==> src/rtl/bcd_seg_converter.sv <==
// Serial double-dabble binary-to-BCD converter with 7-segment decode.
// Optional leading-zero blanking: define BCD_SEG_BLANK_LZ_EN.
module bcd_seg_converter #(
  parameter int IN_WIDTH = 10,
  parameter int DIGITS   = 4
) (
  input  logic                  clk,
  input  logic                  rst_n,
  input  logic                  in_valid,
  input  logic [IN_WIDTH-1:0]   in,
  output logic                  in_ready,
  output logic [7*DIGITS-1:0]   out,
  output logic                  out_valid,
  output logic                  overflow
);

  localparam int BW = 4 * DIGITS;
  localparam int CW = $clog2(IN_WIDTH + 1);

  typedef enum logic [1:0] {
    S_IDLE,
    S_CONVERT,
    S_DONE
  } state_t;

  state_t              r_state;
  state_t              w_next;
  logic [IN_WIDTH-1:0] r_val;
  logic [CW-1:0]       r_cnt;
  logic [BW-1:0]       r_bcd;
  logic                r_acc;
  logic [BW-1:0]       w_adj;
  logic [BW-1:0]       w_shift;
  logic [7*DIGITS-1:0] w_seg;

  function automatic logic [6:0] seg7(input logic [3:0] d);
    logic [6:0] s;
    case (d)
      4'd0:    s = 7'h40;
      4'd1:    s = 7'h79;
      4'd2:    s = 7'h24;
      4'd3:    s = 7'h30;
      4'd4:    s = 7'h19;
      4'd5:    s = 7'h12;
      4'd6:    s = 7'h02;
      4'd7:    s = 7'h78;
      4'd8:    s = 7'h00;
      4'd9:    s = 7'h10;
      default: s = 7'h7F;
    endcase
    return s;
  endfunction

  assign in_ready = (r_state == S_IDLE);

  always_ff @(posedge clk or negedge rst_n) begin
    if (!rst_n) r_state <= S_IDLE;
    else        r_state <= w_next;
  end

  always_comb begin
    w_next = r_state;
    case (r_state)
      S_IDLE:    if (in_valid) w_next = S_CONVERT;
      S_CONVERT: if (r_cnt == CW'(IN_WIDTH - 1)) w_next = S_DONE;
      S_DONE:    w_next = S_IDLE;
      default:   w_next = S_IDLE;
    endcase
  end

  always_comb begin
    w_adj = r_bcd;
    for (int k = 0; k < DIGITS; k++) begin
      if (r_bcd[4*k +: 4] >= 4'd5)
        w_adj[4*k +: 4] = r_bcd[4*k +: 4] + 4'd3;
    end
  end

  // MSB of w_adj falls off the top digit: that is the overflow carry
  assign w_shift = {w_adj[BW-2:0], r_val[IN_WIDTH-1]};

  always_comb begin
    w_seg = '1;
`ifdef BCD_SEG_BLANK_LZ_EN
    begin
      logic v_seen;
      v_seen = 1'b0;
      for (int k = DIGITS - 1; k >= 0; k--) begin
        v_seen = v_seen | (r_bcd[4*k +: 4] != 4'd0);
        if (v_seen || k == 0)
          w_seg[7*k +: 7] = seg7(r_bcd[4*k +: 4]);
        else
          w_seg[7*k +: 7] = 7'h7F;
      end
    end
`else
    for (int k = 0; k < DIGITS; k++)
      w_seg[7*k +: 7] = seg7(r_bcd[4*k +: 4]);
`endif
  end

  always_ff @(posedge clk or negedge rst_n) begin
    if (!rst_n) begin
      r_val     <= '0;
      r_cnt     <= '0;
      r_bcd     <= '0;
      r_acc     <= 1'b0;
      out       <= {DIGITS{7'h7F}};
      out_valid <= 1'b0;
      overflow  <= 1'b0;
    end else begin
      out_valid <= 1'b0;
      case (r_state)
        S_IDLE: begin
          if (in_valid) begin
            r_val <= in;
            r_cnt <= '0;
            r_bcd <= '0;
            r_acc <= 1'b0;
          end
        end
        S_CONVERT: begin
          r_val <= r_val << 1;
          r_bcd <= w_shift;
          r_acc <= r_acc | w_adj[BW-1];
          r_cnt <= r_cnt + CW'(1);
        end
        S_DONE: begin
          out       <= w_seg;
          overflow  <= r_acc;
          out_valid <= 1'b1;
        end
        default: ;
      endcase
    end
  end

endmodule

==> config.mk <==
export PLATFORM = sky130hd
export DESIGN_NAME = bcd_seg_converter
export DESIGN_NICKNAME = d
export VERILOG_FILES = /design/src/rtl/bcd_seg_converter.sv
export SDC_FILE = /design/constraint.sdc
export NUM_CORES = 1
export LEC_CHECK = 0
export ABC_AREA = 1
export CORE_AREA = 2 2 97 99
export CTS_CLUSTER_DIAMETER = 100
export DETAILED_ROUTE_END_ITERATION = 10
export DIE_AREA = 0 0 99 101
export GPL_TIMING_DRIVEN = 0
export SLEW_MARGIN = 40
export SYNTH_ARGS = -nofsm -noshare
export SYNTH_HDL_FRONTEND = slang
export SYNTH_SLANG_ARGS = --single-unit
==> constraint.sdc <==
create_clock -name clk -period 3.4 [get_ports clk]
set_input_delay 0.51 -clock clk [delete_from_list [all_inputs] [get_ports clk]]
set_output_delay 0.51 -clock clk [all_outputs]
set_load 0.02 [all_outputs]
Yosys cells after proc, flatten, opt, wreduce, memory -nomap -nowiden
Memories as Yosys holds them, arrays and structs flattened. A register that Yosys moved wholly into a read port is not among the register bits.
Index checks and enable logic that the tools add are counted.
{"block": "op_classes", "n_addsub": 5, "magnitude_cmp": 4, "n_eq_ne": 5, "mux": 16, "bitwise_logic": 1, "reduce_logical": 8}
{"cell": "16-bit one-hot mux with 2 select lines", "n": 1}
{"cell": "4-bit 2-to-1 mux", "n": 5}
{"cell": "10-bit one-hot mux with 2 select lines", "n": 1}
{"cell": "4-bit by 2-bit adder with 4-bit output, second input constant", "n": 4}
{"cell": "4-bit by 3-bit >= comparator with 1-bit output, second input constant", "n": 4}
{"cell": "16-bit 2-to-1 mux", "n": 1}
{"cell": "10-bit 2-to-1 mux", "n": 1}
{"cell": "4-bit one-hot mux with 2 select lines", "n": 1}
{"cell": "4-bit by 1-bit adder with 4-bit output, second input constant", "n": 1}
{"cell": "4-bit equality test, second input constant", "n": 1}
{"cell": "1-bit zero test", "n": 4}
{"cell": "2-bit 2-to-1 mux", "n": 2}
{"cell": "2-bit != test, second input constant", "n": 2}
{"cell": "2-bit one-hot mux with 2 select lines", "n": 1}
{"cell": "2-bit AND reduction", "n": 2}
{"cell": "2-bit by 1-bit equality test with 1-bit output, second input constant", "n": 1}
{"cell": "2-bit equality test, second input constant", "n": 1}
{"cell": "2-bit zero test", "n": 1}
{"cell": "1-bit 2-to-1 mux", "n": 2}
{"cell": "1-bit one-hot mux with 2 select lines", "n": 1}
{"cell": "2-bit nonzero test", "n": 1}
{"cell": "1-bit bitwise OR", "n": 1}
{"block": "totals", "regBits": 35, "romBits": 448, "in_bits": 13, "output_inout_bits": 31, "word_cells": 50, "n_memories": 4}
{"name": "(no name shown)", "depth": 16, "word_bits": 7, "rd": 1, "rd_ports_with_merged_regs": 1, "write_ports": 0, "line_no": "38", "rtl": "case (d)"}
{"name": "(no name shown)", "depth": 16, "word_bits": 7, "rd": 1, "rd_ports_with_merged_regs": 1, "write_ports": 0, "line_no": "38"}
{"name": "(no name shown)", "depth": 16, "word_bits": 7, "rd": 1, "rd_ports_with_merged_regs": 1, "write_ports": 0, "line_no": "38"}
{"name": "(no name shown)", "depth": 16, "word_bits": 7, "rd": 1, "rd_ports_with_merged_regs": 1, "write_ports": 0, "line_no": "38"}

Longest topological paths before layout
{"block": "depth", "word_depth": 4, "depth_mapped": 9}

Worst setup path after synthesis
No wires, ideal clock.
{"block": "synth_timing", "path_type": "register -> register", "from": "reg r_bcd[12]", "to": "reg r_bcd[15]", "setup_time_ps": 128, "arrival_time_ps": 1225, "path_slack_ps": 2048, "stages_incl_launch_ff": 8, "n_path_buf": 0, "synth_period_minus_slack_ps": 1352, "path_cell_list": "dfrtp_1 inv_1 ha_1 ha_1 inv_1 nand2_1 nand3_1 o21ai_0"}
{"block": "synth_via", "elab_chain_len": 3}
{"item": "start: declaration", "line_no": "30", "rtl": "logic [BW-1:0] r_bcd;"}
{"item": "start signal: assignment", "line_no": "124", "rtl": "r_bcd <= w_shift;"}
{"item": "4-bit by 2-bit adder with 4-bit output or 4-bit by 3-bit >= comparator with 1-bit output (tied branches)", "line_no": "75, 74"}
{"item": "4-bit 2-to-1 mux *", "line_no": "74", "rtl": "if (r_bcd[4*k +: 4] >= 4'd5)"}
{"item": "16-bit one-hot mux with 2 select lines *", "line_no": "113", "rtl": "case (r_state)"}
Mark *: on every way between the ends. The rest lies on a longest branch, timed or not.
A chain may end at the register's enable or synchronous reset.

Worst setup path in the final report
{"block": "layout_timing", "from": "reg r_state[0]", "to": "out in_ready"}
{"block": "layout_via", "elab_chain_len": 1}
{"item": "start: declaration", "line_no": "26", "rtl": "state_t r_state;"}
{"item": "start signal: assignment", "line_no": "58", "rtl": "else r_state <= w_next;"}
{"item": "2-bit zero test", "line_no": "54", "rtl": "assign in_ready = (r_state == S_IDLE);"}
{"item": "end: declaration", "line_no": "11", "rtl": "output logic in_ready,"}
No other way between the ends.

==> reports/results.ini <==
[run_status]
status = completed

[timing]
slew_violations = 0
skew_ps = 9.68
fin_crit_ps = 2120
fin_tns_setup_ps = 0
setup_viol = 0
rsz0062_at_grt = false
worstMarginPinSlew_ps = 387
relSlewSlack_pct = 74.2
fmax_mhz = 471
finalCritPeriodShare_pct = 62.5
holdWs_ps = 64.4
setup_slack_ps = 1280
hold_viol = 0

[detailed_routing]
wl_per_cell_um = 12.9
drt_iter0_markers = 104
viasPerCell = 4.86
dr_total_vias = 2853
drc = 0
detail-route-antenna-nets = 0
routed_wl_um = 7570
drt_first_pass_iters = 4

[final_layout]
antenna_cells = 0
drive_gt1_share_pct = 19.5
final_nets = 507
utilization_pct = 47.4
area_growth_pct = 21.8

[die]
die_h_um = 101
initial_core_util_pct = 38.9
fp-row-count = 35
dieArea_um2 = 10000
io_pins = 44
die_w_um = 99
coreArea_um2 = 8980

[place]
hpwl_um = 5390
pre_cts_ws_ps = 1630
gp_congestion = 0.896
io_buffers = 43

[job]
cap_violations = 0

[clock_network]
clkTransAtPathRegs_ps = 70
cts_buffers = 9
root_buffer = clkbuf_8
clkSinkCount = 63
cts-hold-fix-buffers = 0
clk_latency_ps = 340
cts.htree.levels = 3
postCtsSetupRepairBufs = 0
clk_path_buf_depth = 2
cts_resized = 0
cts_tree = done

[worst_setup_path]
crit_slowest_cell = clkdlybuf4s50_1
crit_chain = nor2_1 -> clkdlybuf4s50_1
critPathCaptureType = output pin
critical_path_class = reg2out
required_ps = 2890
critPathMaxFanout = 4
critPathMaxStageDelay_ps = 630
startpoint_type = register
cp_data_arrival_time_ps = 1610

[logic_synthesis]
synth_top_area_cell = dfrtp_1
ys_seq_elements = 63
syn_area_um2 = 3490
async_reset_ff_share_pct = 100
synth.mux.area_fraction_pct = 0
yosysMostFrequentCell = nand2_1
yosysTopAreaCellShare_pct = 25.1
synthAdderAreaFrac_pct = 8.24
syn_area_per_cell_um2 = 8.39
synth.area.top_cells = dfrtp_1 25%, dfstp_2 21%, nand2_1 11%, ha_1 8.2%, nand3_1 5.4%
synth_edf_count = 0
synth_simple_gate_area_share_pct = 24.8
synth_compound_area_share_pct = 12.6
syn_nets = 452
yosys_warnings = 0
yosys.area_share.xor_xnor_pct = 0.251
synth_top_family_by_area = simple AND/OR/NAND/NOR gates
synthFlopType = dfrtp_1
synth_cell_types = 27
netlist_instances = 416
synthTopCellsByCount = 99 x nand2_1, 43 x nor2_1, 40 x inv_1
seq_area_frac_synth_pct = 46.1

[grt]
overflow = 0
antenna_found_initial = 0
first_global_vias = 2743
grt_pass1_wl_um = 12900
track_usage_pct = 16.2
grt_start_max_net_pins = 40

[pwr]
ir_drop_mv = 0.394
power_mw = 4.35
powerDensity_nw_per_um2 = 1020
p_leak_nw = 1.98

[worst_hold_path]
hold_class = in2async

==> logic make-up after synthesis <==
family                   count (synthesis)
XOR/XNOR                                 1
AND/OR/NAND/NOR                        199
buffers and inverters                   59
adder cells (fa/ha/maj)                 23
flip-flops                              63
AO/OA/AOI/OAI                           71
==> per-layer routing <==
metal	track usage [%]	part of all wire, %	vias up
met5	0	0	-
met4	4.11	1.0	0
met3	4.44	4.3	7
met2	25.2	44	57
met1	22.5	51	1334
li1	-	-	1455
==> layout by cell type, fill, tap and decap left out <==
| master | count |
|---|---|
| nor2_4 | 3 |
| xor2_1 | 1 |
| nor4_1 | 1 |
| buf_4 | 1 |
| a22oi_1 | 2 |
| inv_4 | 2 |
| clkbuf_2 | 1 |
| a21oi_1 | 21 |
| clkdlybuf4s50_1 | 42 |
| clkbuf_1 | 1 |
| o211ai_1 | 9 |
| nor2_2 | 12 |
| inv_1 | 40 |
| ha_1 | 23 |
| nand2_4 | 2 |
| clkbuf_8 | 11 |
| nor2_1 | 43 |
| dfstp_2 | 28 |
| buf_2 | 9 |
| buf_6 | 5 |
| clkinv_2 | 5 |
| nor3_1 | 1 |
| inv_2 | 1 |
| nand2_1 | 99 |
| o22ai_1 | 2 |
| a21oi_2 | 11 |
| nand3_1 | 38 |
| dfrtp_1 | 35 |
| o21ai_0 | 23 |
| a21oi_4 | 1 |
| a31oi_1 | 2 |
| buf_12 | 1 |
==> power by group <==
group          total [mW]  internal, mW  switching (mW)
Clock               0.587         0.299           0.287
Sequential           1.47          1.21           0.260
Combinational        2.29         0.942            1.35
Total                4.35          2.45            1.90
==> final cells by class <==
class	count	area [um2]
buffer	15	106
clock buffer	12	155
clock inverter	4	20.0
fill	850	4720
inverter	44	171
multi-input combinational	294	1600
sequential	63	1610
tap	111	139
timing repair buffer	44	448
==> worst max-delay path, delay by kind of cell, from the launching register on <==
family	cells	cell delay, ps
buffers and inverters	1	630
flip-flops	1	460
AND/OR/NAND/NOR	1	180
==> worst paths after layout <==
kind	from	to	slack, ps	depth (start not counted)
worst max-delay path	r_state[0]$_DFFE_PN0P_	in_ready	1280	2
worst min-delay path	rst_n	r_bcd[10]$_DFFE_PN0P_	60	1
worst max register to register	r_bcd[4]$_DFFE_PN0P_	r_bcd[7]$_DFFE_PN0P_	1850	7
worst min register to register	r_val[5]$_DFFE_PN0P_	r_val[5]$_DFFE_PN0P_	480	2
max in group asynchronous	rst_n	out[11]$_DFFE_PN1P_	2770	2
min in group clk	r_val[5]$_DFFE_PN0P_	r_val[5]$_DFFE_PN0P_	480	2
==> stage by stage <==
step                instance area [um2]  std cells
floorplan                          3490        416
global placement                   4060        570
detailed placement                 4080        571
CTS                                4250        587
global route                       4250        587
finish                             4250        587
==> sequential cells by signal, indices dropped and copies added, names as in the netlist <==
signal     cells
out_valid      1
out           28
r_bcd         16
r_cnt          4
overflow       1
r_val         10
r_state        2
r_acc          1
No activity file was read; power rests on OpenSTA's default activity.
